$ cat src/rtl/datapath_run_ctrl_pkg.sv
// Shared encodings for the datapath run/step controller:
// run states, halt causes and host command opcodes.
package datapath_run_ctrl_pkg;

    typedef enum logic [1:0] {
        RUNST_IDLE   = 2'b00,
        RUNST_RUN    = 2'b01,
        RUNST_STEP   = 2'b10,
        RUNST_HALTED = 2'b11
    } run_state_e;

    typedef enum logic [1:0] {
        HALT_HOST = 2'b00,
        HALT_STEP = 2'b01,
        HALT_BP   = 2'b10,
        HALT_WDOG = 2'b11
    } halt_cause_e;

    typedef enum logic [1:0] {
        RCMD_NOP  = 2'b00,
        RCMD_RUN  = 2'b01,
        RCMD_STEP = 2'b10,
        RCMD_HALT = 2'b11
    } rcmd_e;

    function automatic logic is_active(input run_state_e s);
        return (s == RUNST_RUN) || (s == RUNST_STEP);
    endfunction

endpackage

$ cat src/rtl/datapath_run_ctrl.sv
// Run/step controller driving datapath.lock, with PC breakpoint,
// step budget, run watchdog and retired-instruction counter.
module datapath_run_ctrl
    import datapath_run_ctrl_pkg::*;
#(
    parameter int              PC_W     = 16,
    parameter int              STEP_W   = 16,
    parameter int              WDOG_W   = 20,
    parameter logic [WDOG_W-1:0] WDOG_MAX = 20'hFFFFF,
    parameter int              CNT_W    = 32
) (
    input  logic              clk,
    input  logic              rst,
    input  logic              cmd_valid,
    input  logic [1:0]        cmd_op,
    input  logic [STEP_W-1:0] step_count,
    input  logic              bp_en,
    input  logic [PC_W-1:0]   bp_addr,
    input  logic [PC_W-1:0]   next_pc,
    output logic              lock,
    output logic [1:0]        state,
    output logic [1:0]        halt_cause,
    output logic              cmd_err,
    output logic [CNT_W-1:0]  retired_cnt
);

    run_state_e        r_state;
    halt_cause_e       r_cause;
    logic [STEP_W-1:0] r_step_rem;
    logic [WDOG_W-1:0] r_wdog;
    logic              r_bp_skip;
    logic              r_cmd_err;
    logic [CNT_W-1:0]  r_retired;

    logic              w_bp_hit;
    logic              w_lock;
    logic              w_cmd_run;
    logic              w_cmd_step;
    logic              w_cmd_halt;
    logic              w_wdog_fire;
    logic              w_resume_skip;
    logic [STEP_W-1:0] w_step_load;

    assign w_bp_hit   = bp_en && (next_pc == bp_addr) && !r_bp_skip;
    assign w_lock     = !rst && is_active(r_state) && !w_bp_hit;
    assign w_cmd_run  = cmd_valid && (cmd_op == RCMD_RUN);
    assign w_cmd_step = cmd_valid && (cmd_op == RCMD_STEP);
    assign w_cmd_halt = cmd_valid && (cmd_op == RCMD_HALT);

    assign w_wdog_fire = (WDOG_MAX != '0) && (r_wdog == WDOG_MAX - 1'b1);

    // Resuming from a breakpoint halt must step over the matching PC once.
    assign w_resume_skip = (r_state == RUNST_HALTED) && (r_cause == HALT_BP);
    assign w_step_load   = (step_count == '0) ? STEP_W'(1) : step_count;

    always_ff @(posedge clk) begin
        if (rst) begin
            r_state    <= RUNST_IDLE;
            r_cause    <= HALT_HOST;
            r_step_rem <= '0;
            r_wdog     <= '0;
            r_bp_skip  <= 1'b0;
            r_cmd_err  <= 1'b0;
            r_retired  <= '0;
        end else begin
            r_cmd_err <= is_active(r_state) && (w_cmd_run || w_cmd_step);
            if (w_lock) begin
                r_retired <= r_retired + CNT_W'(1);
                r_bp_skip <= 1'b0;
            end
            unique case (r_state)
                RUNST_IDLE, RUNST_HALTED: begin
                    if (w_cmd_run) begin
                        r_state   <= RUNST_RUN;
                        r_wdog    <= '0;
                        r_bp_skip <= w_resume_skip;
                    end else if (w_cmd_step) begin
                        r_state    <= RUNST_STEP;
                        r_step_rem <= w_step_load;
                        r_bp_skip  <= w_resume_skip;
                    end
                end
                RUNST_RUN: begin
                    if (w_bp_hit) begin
                        r_state <= RUNST_HALTED;
                        r_cause <= HALT_BP;
                    end else if (w_wdog_fire) begin
                        r_state <= RUNST_HALTED;
                        r_cause <= HALT_WDOG;
                    end else if (w_cmd_halt) begin
                        r_state <= RUNST_HALTED;
                        r_cause <= HALT_HOST;
                    end else begin
                        r_wdog <= r_wdog + WDOG_W'(1);
                    end
                end
                RUNST_STEP: begin
                    if (w_bp_hit) begin
                        r_state <= RUNST_HALTED;
                        r_cause <= HALT_BP;
                    end else if (r_step_rem == STEP_W'(1)) begin
                        r_state <= RUNST_HALTED;
                        r_cause <= HALT_STEP;
                    end else if (w_cmd_halt) begin
                        r_state <= RUNST_HALTED;
                        r_cause <= HALT_HOST;
                    end else begin
                        r_step_rem <= r_step_rem - STEP_W'(1);
                    end
                end
                default: ;
            endcase
        end
    end

    assign lock        = w_lock;
    assign state       = r_state;
    assign halt_cause  = r_cause;
    assign cmd_err     = r_cmd_err;
    assign retired_cnt = r_retired;

endmodule

$ cat config.mk
export PLATFORM = sky130hd
export DESIGN_NAME = datapath_run_ctrl
export DESIGN_NICKNAME = d
export VERILOG_FILES = /design/src/rtl/datapath_run_ctrl_pkg.sv /design/src/rtl/datapath_run_ctrl.sv
export SDC_FILE = /design/constraint.sdc
export NUM_CORES = 1
export LEC_CHECK = 0
export CORE_AREA = 2 2 86 121
export DETAILED_ROUTE_END_ITERATION = 6
export DIE_AREA = 0 0 88 123
export PLACE_DENSITY = 0.76
export SYNTH_ARGS = -nofsm -noshare
export SYNTH_HDL_FRONTEND = slang
export SYNTH_SLANG_ARGS = --single-unit
$ cat constraint.sdc
create_clock -name clk -period 2 [get_ports clk]
set_input_delay 0.3 -clock clk [delete_from_list [all_inputs] [get_ports clk]]
set_output_delay 0.3 -clock clk [all_outputs]
set_load 0.01 [all_outputs]
==> results.cfg <==
[clocking]
insertion_delay_ns = 0.35
cts-root-to-sink-buffers = 2
clkSlewWorstSetupHoldPaths_ns = 0.07
cts-buffers-inserted = 9
hold_buffers = 0
ctsRootBufferMaster = clkbuf_16
cts-htree-levels = 3
numClockSinks = 74
clock_tree_from_tritoncts = yes

[layout]
antenna-diode-count = 0
post-route-util_pct = 76.17
finalNetCount = 813
multi_input_area_um2 = 3438
final-seq-area_um2 = 1494
layout-drive-gt1-share_pct = 34.39
fillerInstances = 627
area_delta_synth_final_pct = 64.44

[timing]
setup_slack_of_the_critical_path_after_layout_ns = -0.2121
fin_tns_setup_ns = -4.051
timing.fmax_mhz = 452.1
final.period_utilization_pct = 110.6
actual_transition_at_the_worst_max_transition_pin_ns = 0.4965
worst_hold_slack_ns = 0.4828
timing.final.max_slew_violations = 0
finalCriticalPeriod_ns = 2.212
grt_setup_unrepaired = yes
max_slew_margin_pct = 66.74
hold_viol = 0
setup_clock_skew_after_layout_ns = 0.01213
finalSetupViolCount = 42

[route]
routed_antenna_nets = 0
post-route-drc-count = 1
detailedRoute.firstPassIterationCount = 7
drt-initial-drc-count = 722
drt_wl_total_um = 17660
wl_per_cell_um = 19.82
routed_via_density = 6.245
detailroute.via_count = 5564

[setup_path]
critical-path-top-delay-family = simple AND/OR/NAND/NOR gates
timing.critical_path.buf_inv = 0
worst_ep_arrival_time_ns = 2.50
worstSetupStartpoint = r_wdog[6]
crit-reg2reg-launch = r_wdog[6]
slowest_stage = dfxtp_1
critical_path.startpoint_type = register
worst-path-max-fanout = 5
reg2reg_depth = 5
r2r_setup_slack_ns = -0.21
timing.critical_path.depth = 5
timing.critical_path.required_ns = 2.29
crit_path_end_kind = register
reg2reg_to = r_wdog[16]
setup.worst_path.end = r_wdog[16]
cp_slowest_stage_delay_ns = 0.45
setup.worst_path.class = reg -> reg
path_cells = nand4_1, or2_0, or3_4, or4_4, a21oi_2

[power_and_ir_drop]
vdd.ir_drop.worst_v = 0.0004883
power_report.internal_total_uw = 2985
p_clk_share_pct = 41.4
switching_power_uw = 1171
power.share.combinational_pct = 21.7
switching_share_pct = 28.17
power_density_nw_per_um2 = 560.3
power_after_layout_uw = 4156
seq_power_share_pct = 36.9
power.leakage_uw = 0.002862

[yosys]
postSynth.asyncResetShare_pct = 0
synth_area_per_cell_um2 = 8.026
synth.net_count = 624
postSynth.topFlopCell = dfxtp_1
gate_count_post_synth = 562
synthesis.yosys.warnings = 0
synthMuxAreaShare_pct = 3.190
synth_edf_count = 0
combinational_family_with_the_most_area_after_synthesis = simple AND/OR/NAND/NOR gates
yosys.cell_types.count = 71
synthesized_area_fraction_occupied_by_ao_oa_aoi_and_oai_cells_pct = 18.06
synthesis.area_um2 = 4511
post_synthesis_sequential_area_ratio_pct = 32.84
yosys.area_share.adder_pct = 2.219
synthXorXnorAreaFrac_pct = 5.243
synth_simple_gate_area_share_pct = 34.26
yosys_register_bits = 74

[global_route]
largest_net_degree_at_the_start_of_global_routing = 38
grt_pass1_vias = 5298
grt_usage_pct = 29.42
global_route_wire_length_before_repair_um = 24980
globalRouteOverflowTotal = 0
grt_antenna_before_repair = 0

[die]
die-width_um = 88
floorplan.initialDensity_pct = 46.32
placement_rows = 43
top_level_ports = 92
fp.dieH_um = 123
die_area_um2 = 10820
core_region_area_um2 = 9738

[run_status]
violated_checks = DRC, setup timing
status = finished with violations

[placed_design]
finalWeightedCongestion = 0.8741
port_buffers = 91
place.detailed.hpwl_um = 10590

[flow_run]
maxCapViolCount = 0

[worst_hold_path]
timing.hold.worst.class = reg -> reg
[worst register-to-register path, stage by stage, from the launching register on]
cell     delay, ns
dfxtp_1       0.45
nand4_1       0.34
or2_0         0.36
or3_4         0.44
or4_4         0.44
a21oi_2       0.14
[worst min path at each step]
stage / start / to / slack (ns) / cells past startpoint
final: r_bp_skip / r_bp_skip / 0.48 / 2
after floorplan: step_count[11] / r_step_rem[11] / 0.42 / 2
after global placement: r_bp_skip / r_bp_skip / 0.46 / 2
after CTS: rst / retired_cnt[0] / 0.48 / 3
after detailed placement: r_bp_skip / r_bp_skip / 0.46 / 2
after global routing: r_bp_skip / r_bp_skip / 0.49 / 2
[cell usage in the layout, fill, tap and decap left out, types with 4 or more instances in the layout]
cell type         n
nand4_1          25
mux2_2            8
dlygate4sd2_1    14
nand3_1          23
ha_1              5
xnor2_1          16
a21oi_1          18
a21o_1            4
clkbuf_16        12
nor2_4            6
or4_1             9
nor3_1           12
or3_1            13
xor2_1            8
or3_4            11
nor2b_1          12
inv_1             6
clkdlybuf4s50_1  57
o21ai_1           4
o21ai_0          13
nand2_1          41
a211oi_1          4
buf_4            90
dfxtp_1          70
buf_6            19
nand2b_1          7
o31ai_1           7
nor2_1           48
nand2_4           5
clkdlybuf4s15_1  12
a21oi_2          16
or4_4             5
buf_12            5
nor3_2            5
o211ai_1         10
and3_1            9
nor4_1            9
nand3_2           5
[layer usage]
| metal | vias to the layer above | track usage, % | part of all wire (%) |
|---|---|---|---|
| met3 | 115 | 4.940 | 6.8 |
| met2 | 324 | 51.09 | 51 |
| li1 | 2481 | - | - |
| met1 | 2644 | 34.04 | 36 |
| met4 | 0 | 15.58 | 6.2 |
| met5 | - | 0 | 0 |
[cell families after synthesis]
logic type,count (synthesis)
xor+xnor,27
simple gates,281
flops,74
fa+ha+maj,8
mux,13
compound gates,119
buf+inv,40
[cell type report]
type                            count  area share (%)
Multi-Input combinational cell    448           46.36
Timing Repair Buffer              209           26.60
Sequential cell                    74           20.14
Clock buffer                       12           3.458
Tap cell                          135           2.277
Clock inverter                      4          0.6748
Inverter                            9          0.4892
[power by group through the flow]
stage | logic [uW] | registers (uW) | clock network [uW]
after global placement | 752 | 1560 | 0
after CTS | 799 | 1530 | 1700
after global routing | 961 | 1540 | 1770
after floorplan | 364 | 1570 | 0
final | 903 | 1530 | 1720
after detailed placement | 771 | 1560 | 0
[per-stage QoR]
step | instance area, um^2 | cells | setup WS (ns)
floorplan | 4577 | 562 | -0.02143
CTS | 6819 | 875 | -0.1272
global placement | 6262 | 854 | -0.4646
finish | 7417 | 891 | -0.2121
detailed placement | 6262 | 854 | -0.4617
global route | 7417 | 891 | -0.2258
[state kept, by name, indices dropped and copies added, names as in the netlist]
signal	cells
retired_cnt	32
r_wdog	20
r_step_rem	16
halt_cause	2
state	2
cmd_err	1
r_bp_skip	1
[synthesized netlist by cell type (all sizes together), types with 10 or more instances]
cell type,n,area (um^2)
o211ai,12,100.1
or4,14,112.6
nor2b,13,81.33
nor3,20,105.1
nor2,56,220.2
xnor2,19,166.4
nor4,11,68.82
a21oi,35,182.7
dfxtp,74,1481
and3,10,62.56
buf,15,95.09
nand3,29,145.1
clkbuf,16,60.06
nand4,26,168.9
o21ai,21,108.9
or3,24,160.2
mux2,11,123.9
nand2,49,186.4
[timing repair]
action | 4_1_cts | 5_1_grt
gates cloned | 2 | 6
endpoints found under the setup margin | 43 | 56
gates resized for setup | 85 | 110
setup buffers | 4 | 10
pin swaps | 23 | 52
Power figures use the tool's default switching activity.
